$ cat src/rtl/time_set_ctrl.sv
// Mode/edit controller for the HH:MM display: captures the running time into an
// edit buffer, edits one digit at a time, and pulses load with the new time.
module time_set_ctrl #(
   parameter int HALF_SEC = 25_000_000,
   parameter int TIMEOUT  = 500_000_000
) (
   input  logic       clk,
   input  logic       rst_n,
   input  logic       btn_mode,
   input  logic       btn_sel,
   input  logic       btn_inc,
   input  logic [3:0] H_0_T,
   input  logic [3:0] H_1_T,
   input  logic [3:0] H_2_T,
   input  logic [3:0] H_3_T,
   output logic [3:0] H_0_W,
   output logic [3:0] H_1_W,
   output logic [3:0] H_2_W,
   output logic [3:0] H_3_W,
   output logic       dsp_Hex,
   output logic [1:0] Hex_bit,
   output logic       led_setting,
   output logic       led_point,
   output logic       load,
   output logic       busy
);

   typedef enum logic [1:0] {IDLE, EDIT, COMMIT} state_t;

   state_t          state_q, state_d;
   logic [2:0]      btn_prev;
   logic [3:0][3:0] dig_q, dig_d;
   logic [1:0]      sel_q, sel_d;
   logic            dsp_q, dsp_d, set_q, set_d, pt_q, pt_d, load_q, load_d, busy_q, busy_d;
   logic [31:0]     blink_q, blink_d, to_q, to_d;
   logic            edge_mode, edge_sel, edge_inc;
   logic            p_mode, p_sel, p_inc;
   logic [3:0]      lim, cur, inc_val;

   assign edge_mode = btn_mode & ~btn_prev[2];
   assign edge_sel  = btn_sel  & ~btn_prev[1];
   assign edge_inc  = btn_inc  & ~btn_prev[0];
   assign p_mode    = edge_mode;
   assign p_sel     = edge_sel & ~edge_mode;
   assign p_inc     = edge_inc & ~edge_sel & ~edge_mode;

   // Per-digit wrap limit; hour units shrinks to 0..3 in the twenties.
   always_comb begin
      lim = 4'd9;
      case (sel_q)
         2'd3: lim = 4'd2;
         2'd2: lim = (dig_q[3] == 4'd2) ? 4'd3 : 4'd9;
         2'd1: lim = 4'd5;
         default: lim = 4'd9;
      endcase
   end

   assign cur     = dig_q[sel_q];
   assign inc_val = (cur >= lim) ? 4'd0 : cur + 4'd1;

   always_comb begin
      state_d = state_q;
      dig_d   = dig_q;
      sel_d   = sel_q;
      dsp_d   = dsp_q;
      set_d   = set_q;
      pt_d    = pt_q;
      load_d  = 1'b0;
      busy_d  = busy_q;
      blink_d = blink_q;
      to_d    = to_q;
      case (state_q)
         IDLE: begin
            if (p_mode) begin
               state_d = EDIT;
               dig_d   = {H_3_T, H_2_T, H_1_T, H_0_T};
               sel_d   = 2'd3;
               to_d    = '0;
               dsp_d   = 1'b1;
               set_d   = 1'b1;
               pt_d    = 1'b1;
               busy_d  = 1'b1;
            end else if (blink_q == 32'(HALF_SEC - 1)) begin
               pt_d    = ~pt_q;
               blink_d = '0;
            end else begin
               blink_d = blink_q + 32'd1;
            end
         end
         EDIT: begin
            if (p_mode) begin
               state_d = COMMIT;
               load_d  = 1'b1;
            end else if (p_sel) begin
               sel_d = sel_q - 2'd1;
               to_d  = '0;
            end else if (p_inc) begin
               dig_d[sel_q] = inc_val;
               if (sel_q == 2'd3 && inc_val == 4'd2 && dig_q[2] > 4'd3)
                  dig_d[2] = 4'd3;
               to_d = '0;
            end else if (to_q == 32'(TIMEOUT - 1)) begin
               state_d = IDLE;
               dsp_d   = 1'b0;
               set_d   = 1'b0;
               busy_d  = 1'b0;
               blink_d = '0;
            end else begin
               to_d = to_q + 32'd1;
            end
         end
         default: begin
            // COMMIT lasts one cycle; presses seen here are dropped.
            state_d = IDLE;
            dsp_d   = 1'b0;
            set_d   = 1'b0;
            busy_d  = 1'b0;
            blink_d = '0;
         end
      endcase
   end

   always_ff @(posedge clk) begin
      btn_prev <= {btn_mode, btn_sel, btn_inc};
      if (!rst_n) begin
         state_q <= IDLE;
         dig_q   <= '0;
         sel_q   <= 2'd3;
         dsp_q   <= 1'b0;
         set_q   <= 1'b0;
         pt_q    <= 1'b0;
         load_q  <= 1'b0;
         busy_q  <= 1'b0;
         blink_q <= '0;
         to_q    <= '0;
      end else begin
         state_q <= state_d;
         dig_q   <= dig_d;
         sel_q   <= sel_d;
         dsp_q   <= dsp_d;
         set_q   <= set_d;
         pt_q    <= pt_d;
         load_q  <= load_d;
         busy_q  <= busy_d;
         blink_q <= blink_d;
         to_q    <= to_d;
      end
   end

   assign H_3_W       = dig_q[3];
   assign H_2_W       = dig_q[2];
   assign H_1_W       = dig_q[1];
   assign H_0_W       = dig_q[0];
   assign Hex_bit     = sel_q;
   assign dsp_Hex     = dsp_q;
   assign led_setting = set_q;
   assign led_point   = pt_q;
   assign load        = load_q;
   assign busy        = busy_q;

endmodule

$ cat config.mk
export PLATFORM = sky130hd
export DESIGN_NAME = time_set_ctrl
export DESIGN_NICKNAME = d
export VERILOG_FILES = /design/src/rtl/time_set_ctrl.sv
export SDC_FILE = /design/constraint.sdc
export NUM_CORES = 1
export LEC_CHECK = 0
export ABC_AREA = 1
export BUFFER_PORTS_ARGS = -buffer_cell sky130_fd_sc_hd__buf_2
export CORE_MARGIN = 5
export CORE_UTILIZATION = 55
export CTS_BUF_LIST = sky130_fd_sc_hd__clkbuf_8
export DETAILED_ROUTE_END_ITERATION = 16
export PLACE_DENSITY = 0.81
export RECOVER_POWER = 50
export SKIP_LAST_GASP = 1
export SLEW_MARGIN = 40
export SYNTH_ARGS = -nofsm -noshare
export SYNTH_HDL_FRONTEND = slang
export SYNTH_SLANG_ARGS = --single-unit
$ cat constraint.sdc
create_clock -name clk -period 4.99 [get_ports clk]
set_input_delay 1.497 -clock clk [delete_from_list [all_inputs] [get_ports clk]]
set_output_delay 1.497 -clock clk [all_outputs]
set_load 0.02 [all_outputs]
==> out/results.txt, run 1 <==
skew final = 14.7 ps
Post-CTS Hold Buffers = 0
Tcrit/Tclk final = 0.792
Synth cell types = 48
Setup Buffers After CTS = 0
syn nets = 919
Pint = 1070 uW
initial antenna violation count = 0
combinational power share = 0.204
Most Frequent Cell on Critical Path = nand2_1
Worst Hold Slack = 487 ps
Final #Nets = 949
required time of the critical path = 5250 ps
Worst path max stage delay = 650 ps
status = completed
chip height = 112 um
Tot Pwr = 1610 uW
maximum VDD drop = 0.166 mV
Worst Path Max Fanout = 24
IO Count = 44
Crit Path Class = input pin to flip-flop
starting density of the core = 0.561
Post-Route WL = 14500 um
max_cap viols = 0
critical path arrival = 4210 ps
H-tree levels = 3
Power per Cell Area = 264 nW/um^2
post-CTS sizing = 0
worst-margin pin slew = 966 ps
Die Wd = 112 um
share of cells above drive strength 1 = 0.0901
cell class contributing the biggest share of worst-path delay = simple AND/OR/NAND/NOR gates
Mapped Area = 5770 sq um
Fill cells = 1014
final core utilization = 0.596
initial DRC count = 596
DRC = 0
final setup violation count = 0
Crit-path slowest cell = nand2_1
total number of yosys warnings = 0
CTS Buf Count = 9
Area Overhead vs Synth = 6.25%
Post-synth ARST share = 0
Post-synth EDFFs = 0
Clock Latency Late Sink = 380 ps
clock-pin transition on the worst setup and hold timing paths = 90 ps
Hold Violations, Final = 0
sequential area share after synthesis = 0.312
Slew HR = 0.356
Final ANT Viol Nets = 0
GRT Resource Usage Total = 0.236
DP HPWL = 10800 um
num rows = 37
minimum clock period = 3950 ps
Core Region = 10300 sq um
Sw Ratio = 0.338
r2r setup slk = 1670 ps
setup TNS = 0 ps
Placed Area = 6000 sq um
via count = 5874
vias per cell = 5.56
Max Freq = 253 MHz
max-slew violation count = 0
diode count = 0
vias in the first global route = 5363
WL/cell = 13.7 um
worst path buffer plus inverter count = 4
Mapped Cells = 886
Worst setup EP type = flip-flop
Port Buffer Count = 43
ys flop type = dfxtp_1
Hold Crit Class = flip-flop to flip-flop
CTS max path bufs = 2
TritonCTS clock tree = yes
switching power of the nets = 546 uW
placer's final routability congestion estimate = 0.944
crit-path cells = buf_2 > inv_1 > nor2_1 > inv_1 > nand3_1 > nand2_1 > nor2_2 > nand3_1 > nand2_1 > inv_2 > nand2_1 > o21ai_1 > nand2_1 > nor2_1
first-pass GRT wire length = 24900 um
Pleak = 0.00229 uW
largest net degree at the start of global routing = 34
die area = 12600 sq um
Syn Area/Cell = 6.51 sq um
drt pass-1 iters = 5
power share of the clock group = 0.321
root buffer cell = clkbuf_8
RSZ-0062 raised after global routing = no
Final Instance Area = 6130 sq um
Yosys reg bits = 90
crit path launch type = input pin
Sink Count = 90
gr ovfl total = 0
sequential share of power = 0.475
cell usage after synthesis, drive strengths merged, types with 2 or more instances:
cell type / n / area, sq um
o21bai: 3 / 22.5
dfxtp: 90 / 1800
o21ai: 32 / 171
nor3: 46 / 250
ha: 12 / 150
xnor2: 5 / 43.8
inv: 100 / 380
a21o: 2 / 15.0
nand2: 220 / 868
nor3b: 16 / 155
a21oi: 66 / 349
nand4: 36 / 231
clkbuf: 7 / 26.3
a22oi: 3 / 22.5
nor4: 10 / 62.6
nand3b: 2 / 15.0
or2: 6 / 37.5
nand3: 65 / 348
and3: 2 / 12.5
buf: 20 / 153
xor2: 7 / 61.3
o211ai: 4 / 30.0
nor2: 126 / 516
path summary, 6_finish.rpt:
check                           startpoint  cells past startpoint                        to
hold / removal    blink_q[30]$_SDFFE_PN0P_                      2  blink_q[30]$_SDFFE_PN0P_
setup / recovery                  btn_mode                     14     to_q[30]$_SDFFE_PN0P_
setup reg to reg   Hex_bit[0]$_SDFFE_PN1P_                     19     H_2_W[0]$_SDFFE_PN0P_
hold reg to reg   blink_q[30]$_SDFFE_PN0P_                      2  blink_q[30]$_SDFFE_PN0P_
state kept, by name, summed over array words and instances (netlist names):
| signal | count |
|---|---|
| H_3_W | 4 |
| busy | 1 |
| H_1_W | 4 |
| blink_q | 32 |
| Hex_bit | 2 |
| led_point | 1 |
| H_0_W | 4 |
| load | 1 |
| H_2_W | 4 |
| to_q | 32 |
| btn_prev | 3 |
| state_q | 2 |
cell usage in the layout, fill, tap and decap left out, drive strengths merged, types with 2 or more instances in the layout:
cell | netlist | final
a21o | 2 | 2
a21oi | 66 | 66
a22oi | 3 | 3
and3 | 2 | 2
buf | 20 | 21
clkbuf | 7 | 34
clkinv | 1 | 2
clkinvlp | 0 | 2
dfxtp | 90 | 90
ha | 12 | 12
inv | 100 | 103
nand2 | 220 | 220
nand3 | 65 | 65
nand3b | 2 | 2
nand4 | 36 | 36
nor2 | 126 | 126
nor3 | 46 | 46
nor3b | 16 | 16
nor4 | 10 | 10
o211ai | 4 | 4
o21ai | 32 | 32
o21bai | 3 | 3
or2 | 6 | 6
xnor2 | 5 | 5
xor2 | 7 | 7
through the flow:
stage | setup WS (ps) | cells
global placement | 1440 | 1041
CTS | 1730 | 1057
detailed placement | 1360 | 1041
floorplan | 2150 | 886
finish | 1040 | 1057
global route | 793 | 1057
cells by family (layout without fill, tap and decap cells):
group	count (synthesis)	in the layout	synth area share
compound gates	115	115	0.113
xor+xnor	12	12	0.0182
fa+ha+maj	12	12	0.0260
buf+inv	128	163	0.0976
flops	90	90	0.312
simple gates	529	529	0.433
power by group through the flow:
stage               clock [uW]  sequential, uW  combinational (uW)
global placement             0             782                 329
global route               566             769                 372
CTS                        531             766                 337
detailed placement           0             782                 336
finish                     519             766                 330
floorplan                    0             794                 248
layer usage:
metal  global-route usage  share of wire  wire [um]
met5                    0              0          0
met2                0.369           0.45       6480
met1                0.328           0.46       6700
met4               0.0825          0.011        157
met3               0.0399          0.080       1160
worst min-delay path, cell delays in order, from the launching register on:
cell     delay [ps]
dfxtp_1         330
nand2_1          60
a21oi_1          50
area by class of cell:
type	instances	area, sq um	area share
Sequential cell	90	1800	0.294
Clock inverter	7	76.3	0.0125
Timing Repair Buffer	46	206	0.0337
Multi-Input combinational cell	668	3360	0.549
Tap cell	136	170	0.0278
Clock buffer	9	124	0.0202
Inverter	101	384	0.0627
No activity file was read; power rests on OpenSTA's default activity.
==> run 2: changes to the inputs <==
--- a/config.mk
+++ b/config.mk
@@ -11,7 +11,7 @@
 export CORE_UTILIZATION = 55
 export CTS_BUF_LIST = sky130_fd_sc_hd__clkbuf_8
 export DETAILED_ROUTE_END_ITERATION = 16
-export PLACE_DENSITY = 0.81
+export PLACE_DENSITY = 0.84
 export RECOVER_POWER = 50
 export SKIP_LAST_GASP = 1
 export SLEW_MARGIN = 40
==> constraint.sdc (replaced) <==
create_clock -name clk -period 3.5 [get_ports clk]
set_input_delay 1.05 -clock clk [delete_from_list [all_inputs] [get_ports clk]]
set_output_delay 1.05 -clock clk [all_outputs]
set_load 0.02 [all_outputs]
==> out/results.txt, run 2 (synthesized netlist as in run 1, its figures left out) <==
final core utilization = 0.601
Worst setup EP type = flip-flop
Port Buffer Count = 43
initial DRC count = 716
share of cells above drive strength 1 = 0.0941
Core Region = 10300 sq um
diode count = 0
starting density of the core = 0.561
DP HPWL = 10900 um
WL/cell = 13.8 um
die area = 12600 sq um
vias per cell = 5.58
most common cell after layout, fill and taps aside = nand2_1
Pint = 1560 uW
sequential share of power = 0.469
crit path launch type = input pin
drt pass-1 iters = 8
Hold Violations, Final = 0
post-CTS sizing = 0
Tcrit/Tclk final = 0.884
Die Wd = 112 um
chip height = 112 um
vias in the first global route = 5191
Sw Ratio = 0.331
Power per Cell Area = 377 nW/um^2
num rows = 37
Sink Count = 90
Setup Buffers After CTS = 0
status = completed
final cell count without fillers = 1061
Crit Path Class = input pin to flip-flop
gr ovfl total = 0
maximum VDD drop = 0.259 mV
via count = 5919
Worst Path Max Fanout = 19
H-tree levels = 3
final setup violation count = 0
Area Overhead vs Synth = 7.09%
Pleak = 0.00231 uW
Post-Route WL = 14600 um
IO Count = 44
Worst Hold Slack = 493 ps
placer's final routability congestion estimate = 0.956
largest net degree at the start of global routing = 30
Clock Latency Late Sink = 390 ps
minimum clock period = 3090 ps
combinational power share = 0.205
setup TNS = 0 ps
TritonCTS clock tree = yes
switching power of the nets = 770 uW
RSZ-0062 raised after global routing = no
initial antenna violation count = 0
root buffer cell = clkbuf_8
registers with the most flip-flops = blink_q: 32 flops, to_q: 32 flops
Slew HR = 0.368
Final #Nets = 953
first-pass GRT wire length = 24300 um
dpl cells = 1045
clock-pin transition on the worst setup and hold timing paths = 90 ps
power share of the clock group = 0.326
Hold Crit Class = flip-flop to flip-flop
required time of the critical path = 3810 ps
CTS Buf Count = 9
DRC = 0
critical path arrival = 3400 ps
Tot Pwr = 2330 uW
max_cap viols = 0
max-slew violation count = 0
GRT Resource Usage Total = 0.231
Final ANT Viol Nets = 0
CTS max path bufs = 2
worst-margin pin slew = 948 ps
most frequent cells in the layout = nand2_1 (210), nor2_1 (117), inv_1 (95), dfxtp_1 (90), a21oi_1 (63)
skew final = 17.2 ps
Max Freq = 323 MHz
Post-CTS Hold Buffers = 0
-- run 2: area by class of cell --
cell class | count | area, sq um
Clock inverter | 5 | 53.8
Inverter | 101 | 383
Fill cell | 986 | 4100
Tap cell | 136 | 170
Multi-Input combinational cell | 668 | 3390
Sequential cell | 90 | 1800
Clock buffer | 11 | 151
Timing Repair Buffer | 50 | 226
-- run 2: layer usage --
metal	share of wire	vias up	wire length (um)	GRT usage
met5	0	-	0	0
li1	-	3004	-	-
met3	0.091	39	1340	0.0458
met2	0.43	258	6240	0.354
met4	0.022	0	327	0.0929
met1	0.46	2618	6720	0.318
-- run 2: critical path, stage by stage --
cell        delay [ps]
buf_2              100
inv_1               80
nor2_4              60
inv_2              120
nand3_2            130
nand2_1            130
a21oi_1             80
nand2_2            270
clkinvlp_2         640
nand2_4            280
nand2_4            180
nor3b_1            250
-- run 2: worst paths after layout --
kind              slack [ps]  cells past startpoint                        to                startpoint
setup / recovery         410                     12   blink_q[7]$_SDFFE_PN0P_                  btn_mode
setup reg to reg         460                      8   blink_q[7]$_SDFFE_PN0P_   state_q[0]$_SDFFE_PN0P_
hold reg to reg          490                      2  blink_q[30]$_SDFFE_PN0P_  blink_q[30]$_SDFFE_PN0P_
hold / removal           490                      2  blink_q[30]$_SDFFE_PN0P_  blink_q[30]$_SDFFE_PN0P_
-- run 2: power by group through the flow --
stage                     sequential [uW]  combinational, uW  clock (uW)
after floorplan                      1130                354           0
after global placement               1120                472           0
after detailed placement             1110                480           0
after CTS                            1090                483         772
after global routing                 1100                531         822
final                                1090                477         759
-- run 2: per-stage QoR --
step,setup slack [ps],instance area [sq um]
detailed placement,538,6030
finish,407,6180
global placement,629,6030
CTS,518,6230
global route,186,6180
floorplan,757,5770
==> run 3: changes to the inputs <==
--- a/config.mk
+++ b/config.mk
@@ -13,6 +13,7 @@
 export DETAILED_ROUTE_END_ITERATION = 16
 export PLACE_DENSITY = 0.84
 export RECOVER_POWER = 50
+export REMOVE_ABC_BUFFERS = 1
 export SKIP_LAST_GASP = 1
 export SLEW_MARGIN = 40
 export SYNTH_ARGS = -nofsm -noshare
==> out/results.txt, run 3 (synthesized netlist as in run 1, its figures left out) <==
gr ovfl total = 0
via count = 6010
diode count = 0
Tcrit/Tclk final = 0.887
sequential share of power = 0.480
first-pass GRT wire length = 25500 um
final core utilization = 0.597
switching power of the nets = 757 uW
combinational power share = 0.213
Pleak = 0.00229 uW
die area = 12600 sq um
Hold Path End = H_1_W[0]$_SDFFE_PN0P_
Max Freq = 322 MHz
RSZ-0062 raised after global routing = no
num rows = 37
required time of the critical path = 3810 ps
setup TNS = 0 ps
minimum clock period = 3100 ps
Port Buffer Count = 43
initial antenna violation count = 0
post-CTS sizing = 0
Hold Crit Class = flip-flop to flip-flop
registers with the most flip-flops = blink_q: 32 flops, to_q: 32 flops
TritonCTS clock tree = yes
r2r setup slk = 400 ps
met2 wire length = 6560 um
Post-Route WL = 15000 um
WL/cell = 14.1 um
final setup violation count = 0
Crit Path Class = flip-flop to flip-flop
root buffer cell = clkbuf_8
vias in the first global route = 5516
Tot Pwr = 2270 uW
WHS Path Cells = 2
Worst setup EP type = flip-flop
initial DRC count = 664
vias per cell = 5.66
max layer used = met4
share of cells above drive strength 1 = 0.0876
Worst R2R Path Depth = 19
Sink Count = 90
DRC = 0
Pint = 1510 uW
Slew HR = 0.101
power share of the clock group = 0.306
CTS Buf Count = 9
Reg-to-Reg End = H_2_W[1]$_SDFFE_PN0P_
DP HPWL = 11100 um
Clock Latency Late Sink = 370 ps
Final #Nets = 953
worst reg2reg startpoint = Hex_bit[0]$_SDFFE_PN1P_
Post-CTS Hold Buffers = 0
Core Region = 10300 sq um
Die Wd = 112 um
Hold Violations, Final = 0
skew final = 14.2 ps
Area Overhead vs Synth = 6.44%
Final ANT Viol Nets = 0
status = completed
GRT Resource Usage Total = 0.240
max_cap viols = 0
crit path launch type = flip-flop
starting density of the core = 0.561
clock-pin transition on the worst setup and hold timing paths = 90 ps
Metal-1 WL = 6860 um
most common cell after layout, fill and taps aside = nand2_1
Setup Buffers After CTS = 0
drt pass-1 iters = 5
worst-margin pin slew = 1350 ps
IO Count = 44
largest net degree at the start of global routing = 29
Worst Path Max Fanout = 13
most frequent cells in the layout = nand2_1 (210), nor2_1 (117), inv_1 (96), dfxtp_1 (90), a21oi_1 (63)
HP Start = H_1_W[0]$_SDFFE_PN0P_
wire length on met3 = 1310 um
H-tree levels = 3
CTS max path bufs = 2
maximum VDD drop = 0.258 mV
critical path arrival = 3420 ps
Sw Ratio = 0.333
max-slew violation count = 0
chip height = 112 um
Fill cells = 990
Power per Cell Area = 370 nW/um^2
placer's final routability congestion estimate = 1.04
## run 3: cell types whose count changed in the layout (fill, tap and decap cells not counted), sizes merged
cell,change
clkbuf,+1
clkinvlp,+1
inv,+1
buf,-3
## run 3: stage by stage
step / instances / setup WS (ps) / area (sq um) / hold slack [ps]
floorplan: 859 / 738 / 5590 / 456
global placement: 1045 / 663 / 6030 / 472
detailed placement: 1045 / 486 / 6030 / 479
CTS: 1061 / 478 / 6210 / 492
global route: 1061 / 108 / 6140 / 517
finish: 1061 / 397 / 6140 / 489
## run 3: worst max path at each step
stage	start	endpoint	slack (ps)
6_report	Hex_bit[0]$_SDFFE_PN1P_	H_2_W[1]$_SDFFE_PN0P_	400
3_3_place_gp	Hex_bit[0]$_SDFFE_PN1P_	H_2_W[1]$_SDFFE_PN0P_	660
2_1_floorplan	Hex_bit[0]$_SDFFE_PN1P_	H_2_W[0]$_SDFFE_PN0P_	740
4_1_cts	Hex_bit[0]$_SDFFE_PN1P_	H_2_W[0]$_SDFFE_PN0P_	480
3_5_place_dp	Hex_bit[0]$_SDFFE_PN1P_	H_2_W[0]$_SDFFE_PN0P_	490
5_1_grt	btn_mode	blink_q[31]$_SDFFE_PN0P_	110
## run 3: cell type report
| class | instances | area (sq um) | share of cell area |
|---|---|---|---|
| Multi-Input combinational cell | 668 | 3370 | 0.550 |
| Sequential cell | 90 | 1800 | 0.294 |
| Inverter | 101 | 384 | 0.0626 |
| Timing Repair Buffer | 50 | 220 | 0.0359 |
| Tap cell | 136 | 170 | 0.0277 |
| Clock buffer | 9 | 124 | 0.0202 |
| Clock inverter | 7 | 63.8 | 0.0104 |
## run 3: layer usage
layer | track usage | up-vias
li1 | - | 2983
met1 | 0.325 | 2721
met2 | 0.379 | 271
met3 | 0.0620 | 35
met4 | 0.0673 | 0
met5 | 0 | -
## run 3: power by group through the flow
| stage | Combinational, uW | Clock (uW) | Sequential [uW] |
|---|---|---|---|
| 6_report | 484 | 696 | 1090 |
| 5_1_grt | 540 | 758 | 1100 |
| 4_1_cts | 493 | 717 | 1090 |
| 3_5_place_dp | 488 | 0 | 1110 |
| 3_3_place_gp | 479 | 0 | 1110 |
| 2_1_floorplan | 313 | 0 | 1140 |
## run 3: critical path, stage by stage (launching register included)
cell      delay, ps
dfxtp_1         560
inv_2           200
ha_1            290
inv_1           150
nor2_1           70
o21bai_1        120
ha_1            250
inv_1            60
nor2_1           30
o21bai_1        110
nand3_1         100
nor2_1          310
nand2_1         130
nor2_1          150
nand2_2         100
nand3_4         100
nand2_4          70
nand2_1          70
nand2_1          40
nor2_1          120
